[config.mk]
export PLATFORM = sky130hd
export DESIGN_NAME = shot_scheduler_flat
export DESIGN_NICKNAME = d
export VERILOG_FILES = /design/src/rtl/shot_scheduler_if.sv /design/src/rtl/shot_scheduler.sv /design/src/flat_wrapper.sv
export SDC_FILE = /design/constraint.sdc
export NUM_CORES = 1
export LEC_CHECK = 0
export ABC_AREA = 0
export ABC_CLOCK_PERIOD_IN_PS = 2750
export BUFFER_PORTS_ARGS = -buffer_cell sky130_fd_sc_hd__buf_2
export CAP_MARGIN = 20
export CORE_MARGIN = 2
export CORE_UTILIZATION = 51
export CTS_BUF_LIST = sky130_fd_sc_hd__clkbuf_16
export DETAILED_ROUTE_END_ITERATION = 8
export PLACE_DENSITY = 0.77
export SLEW_MARGIN = 20
export SYNTH_ARGS = -nofsm -noshare
export SYNTH_HDL_FRONTEND = slang
export SYNTH_SLANG_ARGS = --single-unit
[constraint.sdc]
create_clock -name clock -period 2.75 [get_ports clock]
set_input_delay 0.1375 -clock clock [delete_from_list [all_inputs] [get_ports clock]]
set_output_delay 0.1375 -clock clock [all_outputs]
set_load 0.01 [all_outputs]
[src/rtl/shot_scheduler_if.sv]
// Handshake between the shot scheduler (master) and the scenario FSM (slave).
interface shot_scheduler_if;
  logic scen_start;
  logic scen_idle;
  logic scen_done;

  modport master (output scen_start, input scen_idle, input scen_done);
  modport slave  (input scen_start, output scen_idle, output scen_done);
endinterface

[src/rtl/shot_scheduler.sv]
// Repeats scenario shots with cooldown, shot counting and abort.
// Optional per-shot watchdog under `define SCHED_WATCHDOG_EN.
module shot_scheduler #(
  parameter int CNT_W  = 32,
  parameter int SHOT_W = 16
) (
  input  logic              clock,
  input  logic              reset,
  input  logic              arm,
  input  logic              abort,
  input  logic [SHOT_W-1:0] shot_count,
  input  logic [CNT_W-1:0]  cooldown_cycles,
  input  logic [CNT_W-1:0]  watchdog_cycles,
  shot_scheduler_if.master  scen,
  output logic              busy,
  output logic [SHOT_W-1:0] shots_done,
  output logic              run_done,
  output logic              aborted,
  output logic              fault,
  output logic [2:0]        sched_state
);

  typedef enum logic [2:0] {
    IDLE      = 3'd0,
    PRECHECK  = 3'd1,
    START     = 3'd2,
    WAIT_DONE = 3'd3,
    RELEASE   = 3'd4,
    COOLDOWN  = 3'd5,
    FAULT     = 3'd6
  } state_t;

  state_t            state_q, state_d;
  logic              start_q, start_d;
  logic [SHOT_W-1:0] shots_q, shots_d;
  logic              run_done_q, run_done_d;
  logic              aborted_q, aborted_d;
  logic              drain_q, drain_d;
  logic [SHOT_W-1:0] cfg_shots_q, cfg_shots_d;
  logic [CNT_W-1:0]  cfg_cd_q, cfg_cd_d;
  logic [CNT_W-1:0]  cd_cnt_q, cd_cnt_d;
`ifdef SCHED_WATCHDOG_EN
  logic [CNT_W-1:0]  cfg_wd_q, cfg_wd_d;
  logic [CNT_W-1:0]  wd_cnt_q, wd_cnt_d;
`else
  logic              unused_wd;
  assign unused_wd = ^watchdog_cycles;
`endif

  always_ff @(posedge clock) begin
    if (reset) begin
      state_q     <= IDLE;
      start_q     <= 1'b0;
      shots_q     <= '0;
      run_done_q  <= 1'b0;
      aborted_q   <= 1'b0;
      drain_q     <= 1'b0;
      cfg_shots_q <= '0;
      cfg_cd_q    <= '0;
      cd_cnt_q    <= '0;
`ifdef SCHED_WATCHDOG_EN
      cfg_wd_q    <= '0;
      wd_cnt_q    <= '0;
`endif
    end else begin
      state_q     <= state_d;
      start_q     <= start_d;
      shots_q     <= shots_d;
      run_done_q  <= run_done_d;
      aborted_q   <= aborted_d;
      drain_q     <= drain_d;
      cfg_shots_q <= cfg_shots_d;
      cfg_cd_q    <= cfg_cd_d;
      cd_cnt_q    <= cd_cnt_d;
`ifdef SCHED_WATCHDOG_EN
      cfg_wd_q    <= cfg_wd_d;
      wd_cnt_q    <= wd_cnt_d;
`endif
    end
  end

  always_comb begin
    state_d     = state_q;
    start_d     = start_q;
    shots_d     = shots_q;
    run_done_d  = 1'b0;
    aborted_d   = aborted_q;
    drain_d     = drain_q;
    cfg_shots_d = cfg_shots_q;
    cfg_cd_d    = cfg_cd_q;
    cd_cnt_d    = cd_cnt_q;
`ifdef SCHED_WATCHDOG_EN
    cfg_wd_d    = cfg_wd_q;
    wd_cnt_d    = wd_cnt_q;
`endif
    case (state_q)
      IDLE: begin
        // abort in the same cycle drops the arm entirely
        if (arm && !abort) begin
          cfg_shots_d = shot_count;
          cfg_cd_d    = cooldown_cycles;
`ifdef SCHED_WATCHDOG_EN
          cfg_wd_d    = watchdog_cycles;
`endif
          shots_d     = '0;
          aborted_d   = 1'b0;
          drain_d     = 1'b0;
          if (shot_count == '0) run_done_d = 1'b1;
          else                  state_d    = PRECHECK;
        end
      end
      PRECHECK: begin
        if (abort) begin
          start_d = 1'b0;
          drain_d = 1'b1;
          state_d = RELEASE;
        end else if (scen.scen_idle) begin
          state_d = START;
        end
      end
      START: begin
        if (abort) begin
          start_d = 1'b0;
          drain_d = 1'b1;
          state_d = RELEASE;
        end else begin
          start_d = 1'b1;
`ifdef SCHED_WATCHDOG_EN
          wd_cnt_d = '0;
`endif
          state_d = WAIT_DONE;
        end
      end
      WAIT_DONE: begin
        // abort beats a coincident scen_done: the shot is not counted
        if (abort) begin
          start_d = 1'b0;
          drain_d = 1'b1;
          state_d = RELEASE;
        end else if (scen.scen_done) begin
          start_d = 1'b0;
          if (shots_q != '1) shots_d = shots_q + SHOT_W'(1);
          state_d = RELEASE;
        end
`ifdef SCHED_WATCHDOG_EN
        else if (cfg_wd_q != '0 && wd_cnt_q == cfg_wd_q) begin
          start_d = 1'b0;
          state_d = FAULT;
        end else if (wd_cnt_q != '1) begin
          wd_cnt_d = wd_cnt_q + CNT_W'(1);
        end
`endif
      end
      RELEASE: begin
        start_d = 1'b0;
        if (abort) drain_d = 1'b1;
        if (scen.scen_idle) begin
          if (drain_q || abort) begin
            aborted_d = 1'b1;
            drain_d   = 1'b0;
            state_d   = IDLE;
          end else if (shots_q == cfg_shots_q) begin
            run_done_d = 1'b1;
            state_d    = IDLE;
          end else if (cfg_cd_q == '0) begin
            state_d = PRECHECK;
          end else begin
            cd_cnt_d = '0;
            state_d  = COOLDOWN;
          end
        end
      end
      COOLDOWN: begin
        if (abort) begin
          start_d = 1'b0;
          drain_d = 1'b1;
          state_d = RELEASE;
        end else if (cd_cnt_q == cfg_cd_q - CNT_W'(1)) begin
          state_d = PRECHECK;
        end else begin
          cd_cnt_d = cd_cnt_q + CNT_W'(1);
        end
      end
      FAULT: begin
        start_d = 1'b0;
        if (abort) begin
          aborted_d = 1'b1;
          state_d   = IDLE;
        end
      end
      default: begin
        start_d = 1'b0;
        state_d = IDLE;
      end
    endcase
  end

  assign scen.scen_start = start_q;
  assign busy            = (state_q != IDLE) && (state_q != FAULT);
  assign shots_done      = shots_q;
  assign run_done        = run_done_q;
  assign aborted         = aborted_q;
  assign sched_state     = state_q;
`ifdef SCHED_WATCHDOG_EN
  assign fault = (state_q == FAULT);
`else
  assign fault = 1'b0;
`endif

endmodule

[src/flat_wrapper.sv]
// flat-port wrapper written by rule: the top's interface ports become plain ports
module shot_scheduler_flat 
#(
  parameter int CNT_W  = 32,
  parameter int SHOT_W = 16
)
  (clock, reset, arm, abort, shot_count, cooldown_cycles, watchdog_cycles, busy, shots_done, run_done, aborted, fault, sched_state, scen_scen_start, scen_scen_idle, scen_scen_done);
  shot_scheduler_if scen_i ();
  input  logic clock;
  input  logic reset;
  input  logic arm;
  input  logic abort;
  input  logic [SHOT_W-1:0] shot_count;
  input  logic [CNT_W-1:0] cooldown_cycles;
  input  logic [CNT_W-1:0] watchdog_cycles;
  output logic busy;
  output logic [SHOT_W-1:0] shots_done;
  output logic run_done;
  output logic aborted;
  output logic fault;
  output logic [2:0] sched_state;
  output wire logic [$bits(scen_i.scen_start)-1:0] scen_scen_start;
  input wire logic [$bits(scen_i.scen_idle)-1:0] scen_scen_idle;
  input wire logic [$bits(scen_i.scen_done)-1:0] scen_scen_done;
  assign scen_scen_start = scen_i.scen_start;
  assign scen_i.scen_idle = scen_scen_idle;
  assign scen_i.scen_done = scen_scen_done;
  shot_scheduler #(.CNT_W(CNT_W), .SHOT_W(SHOT_W)) u_core (.clock(clock), .reset(reset), .arm(arm), .abort(abort), .shot_count(shot_count), .cooldown_cycles(cooldown_cycles), .watchdog_cycles(watchdog_cycles), .scen(scen_i), .busy(busy), .shots_done(shots_done), .run_done(run_done), .aborted(aborted), .fault(fault), .sched_state(sched_state));
endmodule
==> impl_metrics.toml <==
[run_status]
status = "finished with violations"
violations = "design-rule violations, negative setup slack"

[power]
leakagePower_nw = 3.13
power.density_nw_per_um2 = 690
p_switching_mw = 2.05
vdd_drop_max_mv = 0.466
power.share.clock_pct = 24.5
p_int_mw = 3.46
seq_power_share_pct = 31.4
netSwitchingFraction_pct = 37.2
pwr-share-comb_pct = 44.0

[logic_synthesis]
synthTopCellsByArea = "dfxtp_1 (34%), nand2_1 (7.7%), xnor2_1 (6.6%)"
synth-edff-count = 0
synth_top_family_by_area = "simple AND/OR/NAND/NOR gates"
synth_seq_cells = 103
synth-async-reset-ratio_pct = 0
synth_common_cells = "nand2_1 (125), dfxtp_1 (103), a21oi_1 (74), nor2_1 (47), xnor2_1 (46)"
syn_nets = 857
synth_ff_type = "dfxtp_1"
synthMostInstantiatedCell = "nand2_1"
synthSimpleGateAreaFrac_pct = 33.2
synth_compound_area_share_pct = 16.2
syn_area_um2 = 6090
synthCells = 767
seq_area_frac_synth_pct = 33.9
syn_avg_cell_area_um2 = 7.94
synth_cell_types = 70
synth_mux_area_share_pct = 0.329
yosysTopAreaCell = "dfxtp_1"
synth_adder_area_share_pct = 0.822
synth_top_area_share_pct = 33.9
yosysWarnings = 0
synth_xor_area_share_pct = 11.4

[clocking]
clkLatencyLatePin_ps = 360
h-tree-depth = 3
cts.path.max_buffers = 2
clk_pin_slew_ps = 80
tritoncts = "yes"
cts_made_buffers = 9
cts_root_buffer = "clkbuf_16"
clock_sinks = 103

[floorplanning]
dieArea_um2 = 12800
die_h_um = 113
design.core.area_um2 = 11500
row_count = 39
die_w_um = 113
num_io_pins = 110
start_util_pct = 52.9

[sta]
fin_setup_tns_ps = -2960
rsz0062_at_grt = "true"
slew_headroom_pct = 54.1
report.final.slew_viol_count = 0
finalHoldViolations = 0
setup_ws_ps = -168
tightestPinTransition_ps = 689
finalCritPeriodShare_pct = 106
fmax_ghz = 0.343
setup_viol = 33
final.setup_skew_ps = 10.1
period_minus_slack_ps = 2920

[setup_path]
worstPathArrival_ps = 3220
critical_path_class = "reg -> reg"
worst-path-max-fanout = 6
start_kind = "flop"
end_kind = "flop"
reg2reg_slack_ps = -170
required_ps = 3050

[route]
via_per_inst = 6.06
vias = 6422
ant_nets = 0
finalWirelength_um = 19300
firstDrtPassIters = 7
drtIter0Drc = 541
wl_per_cell_um = 18.2
drc = 2

[global_route]
grt_usage_pct = 29.5
antenna_found_initial = 0
grt_max_degree = 49
overflow = 0
first_global_vias = 6213
grt_first_pass_wirelength_um = 30300

[layout]
fin_cells = 1059
nets = 1001
syn2layout_area_growth_pct = 31.1
n_antenna_cell = 0
layout-drive-gt1-share_pct = 32.8

[placement]
dp_hpwl_um = 13400
gp_congestion = 1.04
placed_cells = 1024
port_buffers = 76
dp_worst_setup_slack_ps = -267

[run]
drv_cap = 0

[hold_path]
holdCritPathClass = "in -> reg"
## critical path: stages, from the launching register on
cell,delay [ps]
dfxtp_1,360
buf_4,170
nor2_1,160
nand4_1,230
or4_1,550
a31oi_2,200
o31ai_2,120
a211oi_4,400
and2_4,300
buf_4,130
buf_4,100
o21ai_2,50
a21oi_2,110
## final timing paths
kind                         startpoint                     to  cells past startpoint
hold reg to reg   u_core.cfg_shots_q[1]  u_core.cfg_shots_q[1]                      2
hold / removal      cooldown_cycles[27]    u_core.cfg_cd_q[27]                      3
setup / recovery     u_core.cfg_cd_q[3]    u_core.cd_cnt_q[15]                     12
setup reg to reg     u_core.cfg_cd_q[3]    u_core.cd_cnt_q[15]                     12
## power groups by stage
stage / Combinational [mW] / Sequential (mW) / Clock (mW)
after floorplan: 1.38 / 1.75 / 0
after global placement: 2.07 / 1.75 / 0
after detailed placement: 2.11 / 1.76 / 0
after CTS: 2.24 / 1.73 / 1.37
after global routing: 2.61 / 1.75 / 1.43
final: 2.43 / 1.73 / 1.35
## cells in the final DEF (no fill, tap or decap), types with 13 or more instances in the layout
cell     count
nand3_1     27
nand2_1    123
and3_1      19
nor3_1      14
buf_4       84
a21oi_1     68
a21oi_2     14
dfxtp_1    101
nand4_1     26
xor2_1      33
buf_2       76
buf_6       19
nor2_1      45
o21ai_2     13
xnor2_1     44
## registers in the layout, summed over array words and instances, names as in the netlist
register	cells
u_core.cfg_shots_q	16
u_core.run_done	1
u_core.cd_cnt_q	32
u_core.shots_done	16
u_core.drain_q	1
u_core.sched_state	3
u_core.aborted	1
u_core.scen.scen_start	1
u_core.cfg_cd_q	32
## repair_timing
action                                  4_1_cts  5_1_grt
resized for setup                            38       60
endpoints found under the hold margin         1        0
endpoints found under the setup margin       30       33
pin swaps                                    39       43
buffers inserted                             10        4
hold buffers                                  1        0
cloned                                        4        0
## routing by layer
metal  track usage, %  wire, um
met3             5.25      1170
met2             51.4      9640
met1             35.3      7860
met5                0         0
met4             13.9       626
## through the flow
stage | hold WS (ps) | total power [mW] | instance area [um2] | utilization, %
2_1_floorplan | 273 | 3.13 | 6130 | -
3_3_place_gp | 377 | 3.82 | 7120 | 61.8
3_5_place_dp | 386 | 3.86 | 7120 | 61.8
4_1_cts | 0.196 | 5.34 | 7680 | 66.7
5_1_grt | 15.3 | 5.79 | 7980 | 69.3
6_report | 9.01 | 5.51 | 7980 | 69.3
## cell type report
class	instances	area, um2
clock inverter	7	87.6
clock buffer	9	225
timing repair buffer	180	1230
inverter	5	21.3
sequential	103	2070
fill	920	3540
multi-input combinational	612	4170
tap	143	179
## cells by family after synthesis
| kind of cell | after synthesis |
|---|---|
| mux | 2 |
| fa+ha+maj | 4 |
| buf+inv | 56 |
| flops | 103 |
| xor+xnor | 79 |
| simple gates | 369 |
| other cells | 1 |
| compound gates | 153 |
(Power assumes the default switching activity.)
